**src/rtl/chacha_stream_pkg.sv**
```systemverilog
// chacha_stream_pkg: shared constants for the chacha host-side stream initiator.
//   - FSM state encoding
//   - byte counts of each load/read phase and their last byte index
//   - byte-select helper for the key/nonce/counter shift-out
package chacha_stream_pkg;

    localparam int KEY_NB = 32;
    localparam int NNC_NB = 8;
    localparam int CTR_NB = 8;
    localparam int BLK_NB = 64;

    localparam logic [5:0] KEY_LAST = 6'd31;
    localparam logic [5:0] NNC_LAST = 6'd7;
    localparam logic [5:0] CTR_LAST = 6'd7;
    localparam logic [5:0] BLK_LAST = 6'd63;

    typedef logic [2:0] state_t;

    localparam state_t S_IDLE     = 3'd0;
    localparam state_t S_LD_KEY   = 3'd1;
    localparam state_t S_LD_NNC   = 3'd2;
    localparam state_t S_LD_CTR   = 3'd3;
    localparam state_t S_WAIT_BLK = 3'd4;
    localparam state_t S_READ     = 3'd5;
    localparam state_t S_DRAIN    = 3'd6;

    // Byte i of a little-endian 256-bit vector; narrower fields are zero-extended by the caller.
    function automatic logic [7:0] pick_byte(input logic [255:0] v, input logic [4:0] i);
        return v[{i, 3'b000} +: 8];
    endfunction

endpackage

```
**src/rtl/chacha_ks_buffer.sv**
```systemverilog
// chacha_ks_buffer: one keystream block of storage.
//   clk, rst_n            clock, synchronous active-low reset (clears valid only)
//   we, waddr, wdata      write port
//   raddr -> rdata        asynchronous read port
//   set_valid, clr_valid  valid flag control; clear wins when both are high
//   valid                 block holds unconsumed keystream
module chacha_ks_buffer
    import chacha_stream_pkg::*;
#(
    parameter int DEPTH = BLK_NB,
    parameter int AW    = $clog2(DEPTH)
) (
    input  logic          clk,
    input  logic          rst_n,
    input  logic          we,
    input  logic [AW-1:0] waddr,
    input  logic [7:0]    wdata,
    input  logic [AW-1:0] raddr,
    output logic [7:0]    rdata,
    input  logic          set_valid,
    input  logic          clr_valid,
    output logic          valid
);

    logic [7:0] mem [DEPTH];

    // Contents are meaningless until valid is set, so the array itself is not reset.
    always_ff @(posedge clk) begin
        if (we) mem[waddr] <= wdata;
    end

    assign rdata = mem[raddr];

    always_ff @(posedge clk) begin
        if (!rst_n)         valid <= 1'b0;
        else if (clr_valid) valid <= 1'b0;
        else if (set_valid) valid <= 1'b1;
    end

endmodule

```
**src/rtl/chacha_stream.sv**
```systemverilog
// chacha_stream: drives a byte-wide chacha core and XORs its keystream onto a byte stream.
//   clk, rst_n                    clock, synchronous active-low reset
//   start, key_in, nonce_in,      latch key material and (re)start keystream generation
//   ctr_in
//   pause                         forwarded to core_hold
//   pt_data/pt_valid/pt_ready     plaintext in
//   ct_data/ct_valid/ct_ready     ciphertext out (registered)
//   busy, ctr_wrap                status
//   core_*                        chacha core pins
// Each block: 48 load cycles (key, nonce, counter), wait for blk_ready, 64 read cycles,
// then drain 64 bytes of plaintext before the next block is fetched.
module chacha_stream
    import chacha_stream_pkg::*;
#(
    parameter int KEY_BYTES = KEY_NB,
    parameter int NNC_BYTES = NNC_NB,
    parameter int CTR_BYTES = CTR_NB,
    parameter int BLK_BYTES = BLK_NB
) (
    input  logic                   clk,
    input  logic                   rst_n,
    input  logic                   start,
    input  logic [8*KEY_BYTES-1:0] key_in,
    input  logic [8*NNC_BYTES-1:0] nonce_in,
    input  logic [8*CTR_BYTES-1:0] ctr_in,
    input  logic                   pause,
    input  logic [7:0]             pt_data,
    input  logic                   pt_valid,
    output logic                   pt_ready,
    output logic [7:0]             ct_data,
    output logic                   ct_valid,
    input  logic                   ct_ready,
    output logic                   busy,
    output logic                   ctr_wrap,
    output logic                   core_wr_key,
    output logic                   core_wr_nnc,
    output logic                   core_wr_ctr,
    output logic                   core_rd_blk,
    output logic                   core_hold,
    input  logic                   core_blk_ready,
    output logic [7:0]             core_din,
    input  logic [7:0]             core_dout
);

    state_t                 state, state_nxt;
    logic [5:0]             idx;
    logic [5:0]             rd_ptr;
    logic [8*KEY_BYTES-1:0] key_r;
    logic [8*NNC_BYTES-1:0] nnc_r;
    logic [8*CTR_BYTES-1:0] ctr;

    logic       buf_valid;
    logic [7:0] ks_byte;
    logic       cap_en;
    logic [5:0] cap_addr;
    logic       cap_last;
    logic       accept;
    logic       drain_done;

    assign core_hold = pause;

    // The rd_blk cycle in WAIT_BLK is capture 0; READ covers captures 1..63.
    assign cap_en     = (state == S_WAIT_BLK && core_blk_ready) || state == S_READ;
    assign cap_addr   = (state == S_READ) ? idx : 6'd0;
    assign cap_last   = (state == S_READ) && idx == BLK_LAST;
    assign accept     = pt_valid & pt_ready;
    assign drain_done = accept && rd_ptr == BLK_LAST;

    chacha_ks_buffer #(.DEPTH(BLK_BYTES)) u_buf (
        .clk       (clk),
        .rst_n     (rst_n),
        .we        (cap_en),
        .waddr     (cap_addr),
        .wdata     (core_dout),
        .raddr     (rd_ptr),
        .rdata     (ks_byte),
        .set_valid (cap_last),
        .clr_valid (start | drain_done),
        .valid     (buf_valid)
    );

    // ---------------- FSM: state register ----------------
    always_ff @(posedge clk) begin
        if (!rst_n) state <= S_IDLE;
        else        state <= state_nxt;
    end

    // ---------------- FSM: next state ----------------
    always_comb begin
        state_nxt = state;
        if (start) begin
            state_nxt = S_LD_KEY;
        end else begin
            case (state)
                S_IDLE:     state_nxt = S_IDLE;
                S_LD_KEY:   if (idx == KEY_LAST) state_nxt = S_LD_NNC;
                S_LD_NNC:   if (idx == NNC_LAST) state_nxt = S_LD_CTR;
                S_LD_CTR:   if (idx == CTR_LAST) state_nxt = S_WAIT_BLK;
                S_WAIT_BLK: if (core_blk_ready)  state_nxt = S_READ;
                S_READ:     if (cap_last)        state_nxt = S_DRAIN;
                // Core state is consumed by the output, so every block reloads all 48 bytes.
                S_DRAIN:    if (drain_done)      state_nxt = S_LD_KEY;
                default:                         state_nxt = S_IDLE;
            endcase
        end
    end

    // ---------------- FSM: outputs ----------------
    always_comb begin
        core_wr_key = 1'b0;
        core_wr_nnc = 1'b0;
        core_wr_ctr = 1'b0;
        core_rd_blk = 1'b0;
        core_din    = 8'd0;
        pt_ready    = 1'b0;
        busy        = state != S_IDLE;
        case (state)
            S_LD_KEY: begin
                core_wr_key = idx == 6'd0;
                core_din    = pick_byte(key_r, idx[4:0]);
            end
            S_LD_NNC: begin
                core_wr_nnc = idx == 6'd0;
                core_din    = pick_byte({192'd0, nnc_r}, {2'b00, idx[2:0]});
            end
            S_LD_CTR: begin
                core_wr_ctr = idx == 6'd0;
                core_din    = pick_byte({192'd0, ctr}, {2'b00, idx[2:0]});
            end
            S_WAIT_BLK: core_rd_blk = core_blk_ready;
            S_DRAIN:    pt_ready    = buf_valid & (~ct_valid | ct_ready);
            default: ;
        endcase
    end

    // ---------------- datapath ----------------
    always_ff @(posedge clk) begin
        if (!rst_n) begin
            idx      <= 6'd0;
            rd_ptr   <= 6'd0;
            key_r    <= '0;
            nnc_r    <= '0;
            ctr      <= '0;
            ctr_wrap <= 1'b0;
        end else if (start) begin
            key_r    <= key_in;
            nnc_r    <= nonce_in;
            ctr      <= ctr_in;
            ctr_wrap <= 1'b0;
            idx      <= 6'd0;
        end else begin
            case (state)
                S_LD_KEY:   idx <= (idx == KEY_LAST) ? 6'd0 : idx + 6'd1;
                S_LD_NNC:   idx <= (idx == NNC_LAST) ? 6'd0 : idx + 6'd1;
                S_LD_CTR:   idx <= (idx == CTR_LAST) ? 6'd0 : idx + 6'd1;
                S_WAIT_BLK: if (core_blk_ready) idx <= 6'd1;
                S_READ: begin
                    if (cap_last) begin
                        idx    <= 6'd0;
                        rd_ptr <= 6'd0;
                        ctr    <= ctr + 1'b1;
                        if (&ctr) ctr_wrap <= 1'b1;
                    end else begin
                        idx <= idx + 6'd1;
                    end
                end
                S_DRAIN: begin
                    if (accept)     rd_ptr <= rd_ptr + 6'd1;
                    if (drain_done) idx    <= 6'd0;
                end
                default: ;
            endcase
        end
    end

    // An outstanding ciphertext byte is independent of the FSM and completes on ct_ready.
    always_ff @(posedge clk) begin
        if (!rst_n) begin
            ct_data  <= 8'd0;
            ct_valid <= 1'b0;
        end else if (accept) begin
            ct_data  <= pt_data ^ ks_byte;
            ct_valid <= 1'b1;
        end else if (ct_ready) begin
            ct_valid <= 1'b0;
        end
    end

endmodule

```
**config.mk**
```make
export PLATFORM = sky130hd
export DESIGN_NAME = chacha_stream
export DESIGN_NICKNAME = d
export VERILOG_FILES = /design/src/rtl/chacha_stream_pkg.sv /design/src/rtl/chacha_ks_buffer.sv /design/src/rtl/chacha_stream.sv
export SDC_FILE = /design/constraint.sdc
export NUM_CORES = 1
export LEC_CHECK = 0
export ABC_AREA = 1
export CORE_ASPECT_RATIO = 0.75
export CORE_MARGIN = 5
export CORE_UTILIZATION = 35
export CTS_CLUSTER_SIZE = 24
export DETAILED_ROUTE_END_ITERATION = 6
export HOLD_SLACK_MARGIN = 0.1
export PLACE_DENSITY_LB_ADDON = 0.25
export SYNTH_ARGS = -nofsm -noshare
export SYNTH_HDL_FRONTEND = slang
export SYNTH_SLANG_ARGS = --single-unit
```
**constraint.sdc**
```tcl
create_clock -name clk -period 2.03 [get_ports clk]
set_clock_uncertainty 0.05 [all_clocks]
set_input_delay 0.406 -clock clk [delete_from_list [all_inputs] [get_ports clk]]
set_output_delay 0.406 -clock clk [all_outputs]
set_load 0.02 [all_outputs]
```
==> metrics.cfg <==
[run_status]
status=finished with violations
violations=setup timing

[cells_and_area]
ff_latch_area_mm2=0.0237
multiInputGateArea_mm2=0.0164
final_cell_mix=nand2_1, nor2_1, nand3_1
nets=6086
drive_gt1_share_pct=15.6
syn_to_final_growth_pct=34.3
final_common_cell=nand2_1
fillers=11300
final_cells=7310
fin_area_mm2=0.0557
final_util_pct=47.3

[yosys]
synthXorXnorAreaFrac_pct=0.676
synth_compound_area_share_pct=10.2
synth.avg_cell_area_um2=8.43
ys_seq_area_share_pct=57.2
syn-num-nets=5332
synth_area_mm2=0.0415
ys_ff_latch=928
yosys_warnings=0
synth_top_family_by_area=simple AND/OR/NAND/NOR gates
muxShareOfSynthArea_pct=0
synthSimpleGateAreaFrac_pct=27.1
synth_cells=4921
synth_fa_ha_area_share_pct=0.121
synth_cell_types=49

[clocking]
cts_buffer_depth=3
clk_latency_ns=0.69
cts_sinks=928
path_clk_slew_ns=0.06
cts_root_buf=clkbuf_16
cts.htree.levels=3
cts_tree=yes
cts_buffers=93

[detailed_routing]
viasPerCell=5.21
ant_nets=0
routedWlPerCell_um=21.6
num_vias=38000
initialDrtViolationCount=4062
postRouteWirelength_mm=158
drc=0
dr.pass1.iters=6

[min_path]
min_from=core_dout[0]
hold_path.class=in -> reg
timing.hold.worst_endpoint=u_buf.mem[44][0]
min_path_cells=2

[floorplan]
core_mm2=0.118
ios=432
start_util_pct=35.2
dieHeight_um=308
dieArea_mm2=0.126
num_rows=109
die_w_um=407

[global_route]
busiest_layer=met2
overflow=0
antenna_found_initial=6
grt_max_degree=189
use_met1_pct=33.5
grt_pass1_wl_mm=230
use_met2_pct=38.1
grt_use_met3_pct=3.87
grt_usage_pct=23.9
grt_pass1_vias=36000

[critical_path]
worstPathArrival_ns=2.56
cp-end-kind=output pin
cp_max_fo=22
cp_data_required_time_ns=1.57
reg2reg_to=ctr[16]
path_class=reg -> out
reg2reg_from=idx[0]
startpoint_type=flip-flop
r2r_cells=13
r2r_slack_ns=-0.32

[place]
post-place-cells=7098
portBuffers=429
hpwl_mm=112
routabilityCongestion=0.973
dpl_cell_area_mm2=0.0512

[sta]
tightest_slew_ns=0.707
slew_viol_final=0
fin_ws_ns=-0.984
setup_viol=219
fin_crit_ns=3.01
rsz0062_at_grt=true
finalCritPeriodShare_pct=148
fmax_mhz=332
relSlewSlack_pct=52.9
finalHoldViolations=0

[power]
power_mw=42.9
peakVddDrop_mv=0.651
power.leakage_nw=21.4
p_per_area_mw_per_mm2=772

[run]
maxCapViolCount=0

-- what timing repair did --
action                                 4_1_cts  5_1_grt
pin swaps                                   32       50
setup endpoints to repair                  332      464
hold buffers                                 2        0
buffers inserted                            13       14
gates resized for setup                    184      144
gates cloned                                 4        7
endpoints found under the hold margin       15        0
-- cells in the mapped netlist, drive strengths merged --
cell type,n,area share [%]
o211ai,29,0.53
o21bai,1,0.018
nand4,41,0.65
a211oi,2,0.036
nor4,3,0.045
a311oi,2,0.042
and2,3,0.051
buf,165,1.9
a21boi,1,0.018
nand3b,3,0.054
nand2,1034,9.4
o221ai,34,0.72
dfxtp,416,20
a221oi,2,0.042
xor2,32,0.68
clkbuf,166,1.5
or2,1,0.015
nor2,1010,9.3
ha,4,0.12
a21oi,96,1.2
and3,1,0.015
nand3,560,6.9
o22ai,40,0.60
nor3,46,0.64
nor3b,1,0.018
clkinv,2,0.021
o21ai,552,6.7
edfxtp,512,37
inv,136,1.2
a31oi,26,0.39
-- critical path, stage by stage (launching register included) --
cell      delay [ns]
dfxtp_4         0.37
buf_12          0.17
buf_16          0.17
nor2_2          0.08
o22ai_1         0.06
o211ai_1        0.37
nand4_1         0.22
nand3_2         0.20
nand2_4         0.09
buf_6           0.14
-- sequential cells by signal, indices dropped and copies added, names as in the netlist, named ones only --
name,flops
u_buf.valid,1
ct_valid,1
state,3
nnc_r,64
ctr_wrap,1
rd_ptr,6
key_r,256
ctr,64
u_buf.mem,512
ct_data,8
idx,6
-- power by group --
group	switching, mW	internal (mW)	total [mW]
sequential	0.375	20.3	20.7
combinational	2.38	1.94	4.32
clock	7.80	10.1	17.9
total	10.6	32.4	42.9
-- stage by stage --
| stage | TNS, ns | hold WS [ns] | setup WS, ns |
|---|---|---|---|
| 2_1_floorplan | -8.71 | 0.398 | -0.0619 |
| 3_3_place_gp | -56.10 | 0.418 | -0.805 |
| 3_5_place_dp | -58.80 | 0.423 | -0.809 |
| 4_1_cts | -41.42 | 0.140 | -1.02 |
| 5_1_grt | -71.40 | 0.158 | -1.04 |
| 6_report | -32.96 | 0.174 | -0.984 |
-- worst max path at each step --
| stage | slack [ns] | start | end |
|---|---|---|---|
| floorplan | -0.06 | idx[2] | u_buf.mem[47][0] |
| global placement | -0.81 | state[1] | core_din[3] |
| detailed placement | -0.81 | state[1] | core_din[3] |
| CTS | -1.02 | idx[0] | core_din[2] |
| global route | -1.04 | idx[0] | core_din[1] |
| finish | -0.98 | idx[0] | core_din[1] |
-- cells by family after synthesis --
kind of cell / count (synthesis)
buffers and inverters: 469
xor gates and xnor gates: 32
AOI/OAI and AO/OA: 785
and+or+nand+nor: 2703
adders and majority gates: 4
DFF: 928
-- metal layers --
metal / share of wire, % / vias up
met5: 0.039 / -
met2: 45 / 1549
met3: 7.6 / 238
met1: 44 / 18000
li1: - / 18200
met4: 3.3 / 8
-- area by class of cell --
| class | count | area share, % |
|---|---|---|
| Clock inverter | 40 | 0.895 |
| Inverter | 138 | 1.02 |
| Antenna cell | 2 | 0.00899 |
| Clock buffer | 134 | 4.79 |
| Timing Repair Buffer | 990 | 17.7 |
| Tap cell | 1554 | 3.49 |
| Multi-Input combinational cell | 3524 | 29.5 |
| Sequential cell | 928 | 42.6 |
Power figures use the tool's default switching activity.
